`config.mk`:
```
export PLATFORM = sky130hd
export DESIGN_NAME = caf_peak_detect_flat
export DESIGN_NICKNAME = d
export VERILOG_FILES = /design/src/rtl/caf_peak_detect_if.sv /design/src/rtl/caf_peak_detect.sv /design/src/flat_wrapper.sv
export SDC_FILE = /design/constraint.sdc
export NUM_CORES = 2
export LEC_CHECK = 0
export ABC_AREA = 1
export BUFFER_PORTS_ARGS = -buffer_cell sky130_fd_sc_hd__clkbuf_2
export CAP_MARGIN = 20
export CELL_PAD_IN_SITES_DETAIL_PLACEMENT = 0
export CELL_PAD_IN_SITES_GLOBAL_PLACEMENT = 1
export CORE_UTILIZATION = 45
export CTS_CLUSTER_SIZE = 28
export DETAILED_ROUTE_END_ITERATION = 10
export PLACE_DENSITY = 0.83
export SYNTH_ARGS = -nofsm -noshare
export SYNTH_HDL_FRONTEND = slang
export SYNTH_SLANG_ARGS = --single-unit
```
`constraint.sdc`:
```
create_clock -name clk -period 1.85 [get_ports clk]
set_clock_uncertainty 0.1 [all_clocks]
set_input_delay 0.37 -clock clk [delete_from_list [all_inputs] [get_ports clk]]
set_output_delay 0.37 -clock clk [all_outputs]
set_load 0.005 [all_outputs]
```
`src/rtl/caf_peak_detect_if.sv`:
```
// Stream bundle for the CAF peak detector: complex beats in, peak result out.
// The slave view belongs to the detector; the master view drives it.
interface caf_peak_detect_if #(
  parameter int IQ_WIDTH  = 16,
  parameter int IDX_WIDTH = 6
);
  logic [2*IQ_WIDTH-1:0] s_axis_tdata;
  logic                  s_axis_tvalid;
  logic                  s_axis_tready;
  logic [2*IQ_WIDTH-1:0] m_axis_tdata;
  logic [IDX_WIDTH-1:0]  m_axis_tuser;
  logic                  m_axis_tvalid;
  logic                  m_axis_tready;

  modport slave (
    input  s_axis_tdata,
    input  s_axis_tvalid,
    output s_axis_tready,
    output m_axis_tdata,
    output m_axis_tuser,
    output m_axis_tvalid,
    input  m_axis_tready
  );

  modport master (
    output s_axis_tdata,
    output s_axis_tvalid,
    input  s_axis_tready,
    input  m_axis_tdata,
    input  m_axis_tuser,
    input  m_axis_tvalid,
    output m_axis_tready
  );
endinterface

```
`src/rtl/caf_peak_detect.sv`:
```
// Per-frame peak search over CAF output: |x|^2 per beat, max/argmax over
// FRAME_LEN beats, one result beat per frame.
module caf_peak_detect #(
  parameter int IQ_WIDTH  = 16,
  parameter int FRAME_LEN = 64,
  parameter int IDX_WIDTH = $clog2(FRAME_LEN)
) (
  input  logic               clk,
  input  logic               rst_n,
  caf_peak_detect_if.slave   axis
);
  localparam int MW = 2 * IQ_WIDTH;
  localparam logic [IDX_WIDTH-1:0] LAST_IDX = IDX_WIDTH'(FRAME_LEN - 1);

  localparam logic [1:0] ST_ACCUM = 2'd0;
  localparam logic [1:0] ST_DRAIN = 2'd1;
  localparam logic [1:0] ST_OUT   = 2'd2;

  logic [1:0]           r_state;
  logic [IDX_WIDTH-1:0] r_beat_cnt;
  logic                 w_accept;

  logic [MW-1:0]        w_sq [2];
  logic [MW-1:0]        r_s1_sq [2];
  logic [IDX_WIDTH-1:0] r_s1_idx;
  logic                 r_s1_valid;

  logic [MW-1:0]        r_s2_mag;
  logic [IDX_WIDTH-1:0] r_s2_idx;
  logic                 r_s2_valid;

  logic [MW-1:0]        r_peak_mag;
  logic [IDX_WIDTH-1:0] r_peak_idx;
  logic                 r_cmp_valid;
  logic                 r_cmp_last;

  logic [MW-1:0]        r_out_mag;
  logic [IDX_WIDTH-1:0] r_out_idx;

  assign w_accept = axis.s_axis_tvalid && (r_state == ST_ACCUM);

  // Lane 0 is Q (low half), lane 1 is I (high half); squares are never negative.
  genvar gi;
  generate
    for (gi = 0; gi < 2; gi++) begin : g_lane
      logic signed [IQ_WIDTH-1:0] w_comp;
      logic signed [MW-1:0]       w_prod;
      assign w_comp   = axis.s_axis_tdata[gi*IQ_WIDTH +: IQ_WIDTH];
      assign w_prod   = w_comp * w_comp;
      assign w_sq[gi] = $unsigned(w_prod);
    end
  endgenerate

  always_ff @(posedge clk or negedge rst_n) begin
    if (!rst_n) begin
      r_beat_cnt <= '0;
    end else if (w_accept) begin
      r_beat_cnt <= (r_beat_cnt == LAST_IDX) ? '0 : r_beat_cnt + 1'b1;
    end
  end

  always_ff @(posedge clk or negedge rst_n) begin
    if (!rst_n) begin
      r_s1_sq[0] <= '0;
      r_s1_sq[1] <= '0;
      r_s1_idx   <= '0;
      r_s1_valid <= 1'b0;
    end else begin
      r_s1_valid <= w_accept;
      if (w_accept) begin
        r_s1_sq[0] <= w_sq[0];
        r_s1_sq[1] <= w_sq[1];
        r_s1_idx   <= r_beat_cnt;
      end
    end
  end

  // Sum of two squares peaks at exactly 2^(MW-1), so MW bits never overflow.
  always_ff @(posedge clk or negedge rst_n) begin
    if (!rst_n) begin
      r_s2_mag   <= '0;
      r_s2_idx   <= '0;
      r_s2_valid <= 1'b0;
    end else begin
      r_s2_valid <= r_s1_valid;
      if (r_s1_valid) begin
        r_s2_mag <= r_s1_sq[0] + r_s1_sq[1];
        r_s2_idx <= r_s1_idx;
      end
    end
  end

  // Beat 0 always loads, which doubles as the per-frame clear; strict > keeps
  // the earliest index on ties.
  always_ff @(posedge clk or negedge rst_n) begin
    if (!rst_n) begin
      r_peak_mag  <= '0;
      r_peak_idx  <= '0;
      r_cmp_valid <= 1'b0;
      r_cmp_last  <= 1'b0;
    end else begin
      r_cmp_valid <= r_s2_valid;
      r_cmp_last  <= r_s2_valid && (r_s2_idx == LAST_IDX);
      if (r_s2_valid && ((r_s2_idx == '0) || (r_s2_mag > r_peak_mag))) begin
        r_peak_mag <= r_s2_mag;
        r_peak_idx <= r_s2_idx;
      end
    end
  end

  always_ff @(posedge clk or negedge rst_n) begin
    if (!rst_n) begin
      r_state   <= ST_ACCUM;
      r_out_mag <= '0;
      r_out_idx <= '0;
    end else begin
      case (r_state)
        ST_ACCUM: begin
          if (w_accept && (r_beat_cnt == LAST_IDX)) begin
            r_state <= ST_DRAIN;
          end
        end
        ST_DRAIN: begin
          if (r_cmp_valid && r_cmp_last) begin
            r_state   <= ST_OUT;
            r_out_mag <= r_peak_mag;
            r_out_idx <= r_peak_idx;
          end
        end
        ST_OUT: begin
          if (axis.m_axis_tready) begin
            r_state <= ST_ACCUM;
          end
        end
        default: r_state <= ST_ACCUM;
      endcase
    end
  end

  assign axis.s_axis_tready = (r_state == ST_ACCUM);
  assign axis.m_axis_tvalid = (r_state == ST_OUT);
  assign axis.m_axis_tdata  = r_out_mag;
  assign axis.m_axis_tuser  = r_out_idx;

endmodule

```
`src/flat_wrapper.sv`:
```
// flat-port wrapper written by rule: the top's interface ports become plain ports
module caf_peak_detect_flat 
#(
  parameter int IQ_WIDTH  = 16,
  parameter int FRAME_LEN = 64,
  parameter int IDX_WIDTH = $clog2(FRAME_LEN)
)
  (clk, rst_n, axis_s_axis_tdata, axis_s_axis_tvalid, axis_s_axis_tready, axis_m_axis_tdata, axis_m_axis_tuser, axis_m_axis_tvalid, axis_m_axis_tready);
  caf_peak_detect_if #(.IQ_WIDTH(IQ_WIDTH), .IDX_WIDTH(IDX_WIDTH)) axis_i ();
  input  logic clk;
  input  logic rst_n;
  input wire logic [$bits(axis_i.s_axis_tdata)-1:0] axis_s_axis_tdata;
  input wire logic [$bits(axis_i.s_axis_tvalid)-1:0] axis_s_axis_tvalid;
  output wire logic [$bits(axis_i.s_axis_tready)-1:0] axis_s_axis_tready;
  output wire logic [$bits(axis_i.m_axis_tdata)-1:0] axis_m_axis_tdata;
  output wire logic [$bits(axis_i.m_axis_tuser)-1:0] axis_m_axis_tuser;
  output wire logic [$bits(axis_i.m_axis_tvalid)-1:0] axis_m_axis_tvalid;
  input wire logic [$bits(axis_i.m_axis_tready)-1:0] axis_m_axis_tready;
  assign axis_i.s_axis_tdata = axis_s_axis_tdata;
  assign axis_i.s_axis_tvalid = axis_s_axis_tvalid;
  assign axis_s_axis_tready = axis_i.s_axis_tready;
  assign axis_m_axis_tdata = axis_i.m_axis_tdata;
  assign axis_m_axis_tuser = axis_i.m_axis_tuser;
  assign axis_m_axis_tvalid = axis_i.m_axis_tvalid;
  assign axis_i.m_axis_tready = axis_m_axis_tready;
  caf_peak_detect #(.IQ_WIDTH(IQ_WIDTH), .FRAME_LEN(FRAME_LEN), .IDX_WIDTH(IDX_WIDTH)) u_core (.clk(clk), .rst_n(rst_n), .axis(axis_i));
endmodule
```
======== Word-level counts from Yosys, hierarchy flattened ========
Cells that the tools add are included.
word-level totals
  register bits after elaboration ......... 196
  bits of input ports ..................... 36
  output and inout bits ................... 40
  logic and storage cells ................. 42
cells by class
  $add $sub $neg .......................... 2
  multipliers ............................. 2
  $lt $le $gt $ge ......................... 1
  equal/unequal tests ..................... 7
  multiplexer cells ....................... 5
  reductions and logical operators ........ 10
operator list
  kind                 number
  $mul 16x16->32       2
  $add 32x32->32       1
  $gt 32x32->1         1
  $eq 6x6->1 const B   2
  $add 6x1->6 const B  1
  $logic_not 6->1      1
  $mux 2               3
  $mux 6               1
  $ne 2x1->1 const B   3
  $pmux 2 s3           1
  $logic_and 1x1->1    5
  $reduce_and 3->1     1
  $eq 2x1->1 const B   1
  $eq 2x2->1 const B   1
  $logic_not 2->1      1
  $reduce_and 2->1     1
  $logic_or 1x1->1     1

======== Depth between registers and ports, before layout ========
  depth in word-level cells ............... 5
  gate-level depth with buffers ........... 28
  depth with buffers taken out ............ 26

======== Least setup slack after synthesis ========
OpenSTA, ideal clock, no wires.
  path kind ............................... input to register
  start ................................... input axis_s_axis_tdata[15]
  end ..................................... register u_core.r_s1_sq[63] in the netlist's numbering
  library setup time ...................... 0.117 ns
  data arrival time ....................... 5.643 ns
  data required time ...................... 1.633 ns
  slack ................................... -4.010 ns
  stages .................................. 22
  buffers on the path ..................... 2
  cells stage by stage .................... clkbuf_1 > buf_1 > nand2_1 > inv_1 > fa_1 > fa_1 > fa_1 > inv_1 > fa_1 > fa_1 > fa_1 > inv_1 > ha_1 > inv_1 > nor3_1 > nand2_1 > nor3_1 > nand2_1 > nand3_1 > nand2_1 > nand3_1 > nand2_1
between the ends
  cells in the longest elaborated chain, start to end .. 1
RTL lines
  what                line                   text
  start: declaration  flat_wrapper.sv:12     input wire logic [$bits(axis_i.s_axis_tdata)-1:0] axis_s_axis_tdata;
  $mul 16x16->32      caf_peak_detect.sv:49  assign w_prod = w_comp * w_comp;
  end: declaration    caf_peak_detect.sv:24  logic [MW-1:0] r_s1_sq [2];
Every way passes these cells.
A chain may end at the register's enable or synchronous reset.

======== Worst setup path in the final report ========
  start ................................... input axis_s_axis_tdata[31]
  end ..................................... register u_core.r_s1_sq[23] in the netlist's numbering
The elaborated chain is that of the path after synthesis.

==> flow_summary.ini <==
[clock_tree]
cts_buffers = 17
ctsHtreeMaxLevel = 4
cts.clk_slew.worst_paths_ns = 0.09
insertion_delay_ns = 0.46
cts.sinks = 194
clk_path_buf_depth = 2
clockRootBuffer = clkbuf_16
cts_tree = done

[drt]
viasPerCell = 4.92
drtIter0Drc = 1306
drc = 0
post_drt_wl_per_cell_um = 16.0
first_pass_iters = 5
ant_nets = 0
vias = 25489
detail_route.wirelength_um = 82900

[cells_and_area]
final_common_cell = inv_1
multiInputGateArea_mm2 = 0.0251
drive_gt1_share_pct = 41.1
final_cells = 5181
diodes = 0
final-seq-area_mm2 = 0.00487
final_cell_mix = inv_1, nand2_1, buf_4
final_nets = 5068
syn2layout_area_growth_pct = 46.7
num-fill-cells = 4819

[synth]
yosysWarnings = 0
syn_area_mm2 = 0.0289
yosysSeqAreaShare_pct = 16.8
synth_top_cells_by_area = fa_1, dfrtp_1, inv_1, nand2_1, ha_1
syn_area_per_cell_um2 = 8.02
synth_top_area_share_pct = 32.5
ys_ff_latch = 194
synth_top_area_cell = fa_1
synth_nets = 4344
syn_inst = 3598
synth.distinct_cells = 37

[hold_path]
hold_depth = 5
hp-class = in2reg

[die]
ios = 76
die_x_um = 255
row_count = 92
die-area_mm2 = 0.0652
core-area_mm2 = 0.0632
die_h_um = 255
start_util_pct = 45.7

[timing]
setup-violations-final = 118
post-route-min-period_ns = 5.01
fmax_mhz = 200
slew_headroom_pct = 69.4
whs_ns = 0.256
tightest_slew_ns = 0.458
period_share_pct = 271
finalHoldViolCount = 0
rsz0062_at_grt = yes
setup_ws_ns = -3.16
slew_violations = 0

[critical_path]
rr_worst_depth = 13
crit_path_start_kind = input pin
worstSetupEndpointType = flip-flop
critical_path_class = in2reg
arrival_ns = 5.26
required_ns = 2.10
path_max_fanout = 7

[placed_design]
dp_worst_setup_slack_ns = -3.96
gp_congestion = 0.928
dpl.hpwl_um = 63800
port_buffers = 75
dp_cells = 5004

[grt]
grt.total_usage_pct = 25.0
grt_pass1_vias = 26535
overflow = 0
grt_max_degree = 73
grt_pass1_wl_um = 130000
antenna_found_initial = 0

[run]
maxCapViolations = 0

[status]
status = finished, violations left
violations = negative setup slack
[final timing paths]
kind                                  startpoint                          end  slack (ns)
max                        axis_s_axis_tdata[31]           u_core.r_s1_sq[23]       -3.16
min                           axis_s_axis_tvalid           u_core.r_s1_idx[4]        0.26
max reg2reg                u_core.r_peak_mag[19]        u_core.r_peak_mag[29]       -0.46
min reg2reg                 u_core.r_peak_idx[3]         u_core.r_peak_idx[3]        0.38
max in group asynchronous                  rst_n           u_core.r_s1_sq[42]        0.71
min in group asynchronous                  rst_n  u_core.axis.m_axis_tuser[3]        0.35
[through the flow]
stage	setup TNS, ns	utilization [%]	area [µm²]
detailed placement	-216.51	56.7	35800
CTS	-171.28	62.4	39400
global placement	-210.86	56.7	35800
floorplan	-164.30	-	30700
global route	-189.43	67.0	42300
finish	-175.87	67.0	42300
[cell families (layout without fill, tap and decap cells)]
group                      Yosys count  in the layout  synth area share, %
and+or+nand+nor                   1301           1301                 18.6
buffers and inverters              998           1735                 13.1
adders and majority gates          710            710                 42.9
AOI/OAI and AO/OA                  317            317                 6.11
DFF                                194            194                 16.8
xor gates and xnor gates            71             71                 2.15
muxes                                7              7                0.273
[routing by layer]
metal	wire length [µm]	vias up	track usage [%]
met1	35300	12613	32.7
li1	-	12265	-
met3	2310	128	1.48
met2	43200	483	45.7
met4	2070	0	4.55
met5	0	-	0
[area by class of cell]
| type | instances | share of cell area (%) |
|---|---|---|
| multi-input combinational | 2406 | 59.3 |
| timing repair buffer | 811 | 17.2 |
| sequential | 194 | 11.5 |
| inverter | 892 | 8.03 |
| tap | 846 | 2.50 |
| clock buffer | 17 | 1.00 |
| clock inverter | 15 | 0.514 |
[worst max-delay path: stages]
cell       delay [ns]
clkbuf_16        0.15
inv_4            0.13
nor2_1           0.09
xnor2_1          0.15
ha_1             0.23
a31o_2           0.23
fa_1             0.48
fa_1             0.58
fa_2             0.45
fa_1             0.49
inv_1            0.05
fa_1             0.49
inv_2            0.05
ha_4             0.26
buf_4            0.14
a21oi_4          0.16
a21oi_1          0.12
nor2_1           0.12
nand3_1          0.11
or2_2            0.28
nand3_1          0.07
nand2_1          0.05
[sequential cells by signal (all words and copies together) (netlist names), 2 cells and up]
register	count
u_core.axis.m_axis_tdata	32
u_core.r_state	2
u_core.r_peak_idx	6
u_core.r_s2_idx	6
u_core.r_s1_sq	62
u_core.r_beat_cnt	6
u_core.r_s2_mag	32
u_core.r_s1_idx	6
u_core.axis.m_axis_tuser	6
u_core.r_peak_mag	32
[what timing repair did]
item / 4_1_cts / 5_1_grt
endpoints found under the setup margin: 122 / 125
pin swaps: 282 / 301
gates resized for setup: 550 / 587
hold buffers: 2 / 0
endpoints found under the hold margin: 41 / 0
gates cloned: 3 / 5
buffers inserted: 81 / 69
[synthesized netlist by cell type, drive strengths merged]
cell type and instances:
a21boi 3, nor3b 1, clkbuf 88, nand3b 8
o21ai 131, xor2 33, a31o 4, o31ai 2
buf 18, ha 242, a21o 9, inv 892
or2 27, o21bai 25, mux2 7, fa 468
nor3 30, nand4 44, o21a 5, a31oi 22
a22o 2, nand2 831, nor4 3, nor2 195
nand3 162, o211ai 4, dfrtp 194, xnor2 38
a21oi 110
Power is left out: the tool's default activity adds up to more than one toggle a clock period on the data nets, which glitch-free logic cannot reach.
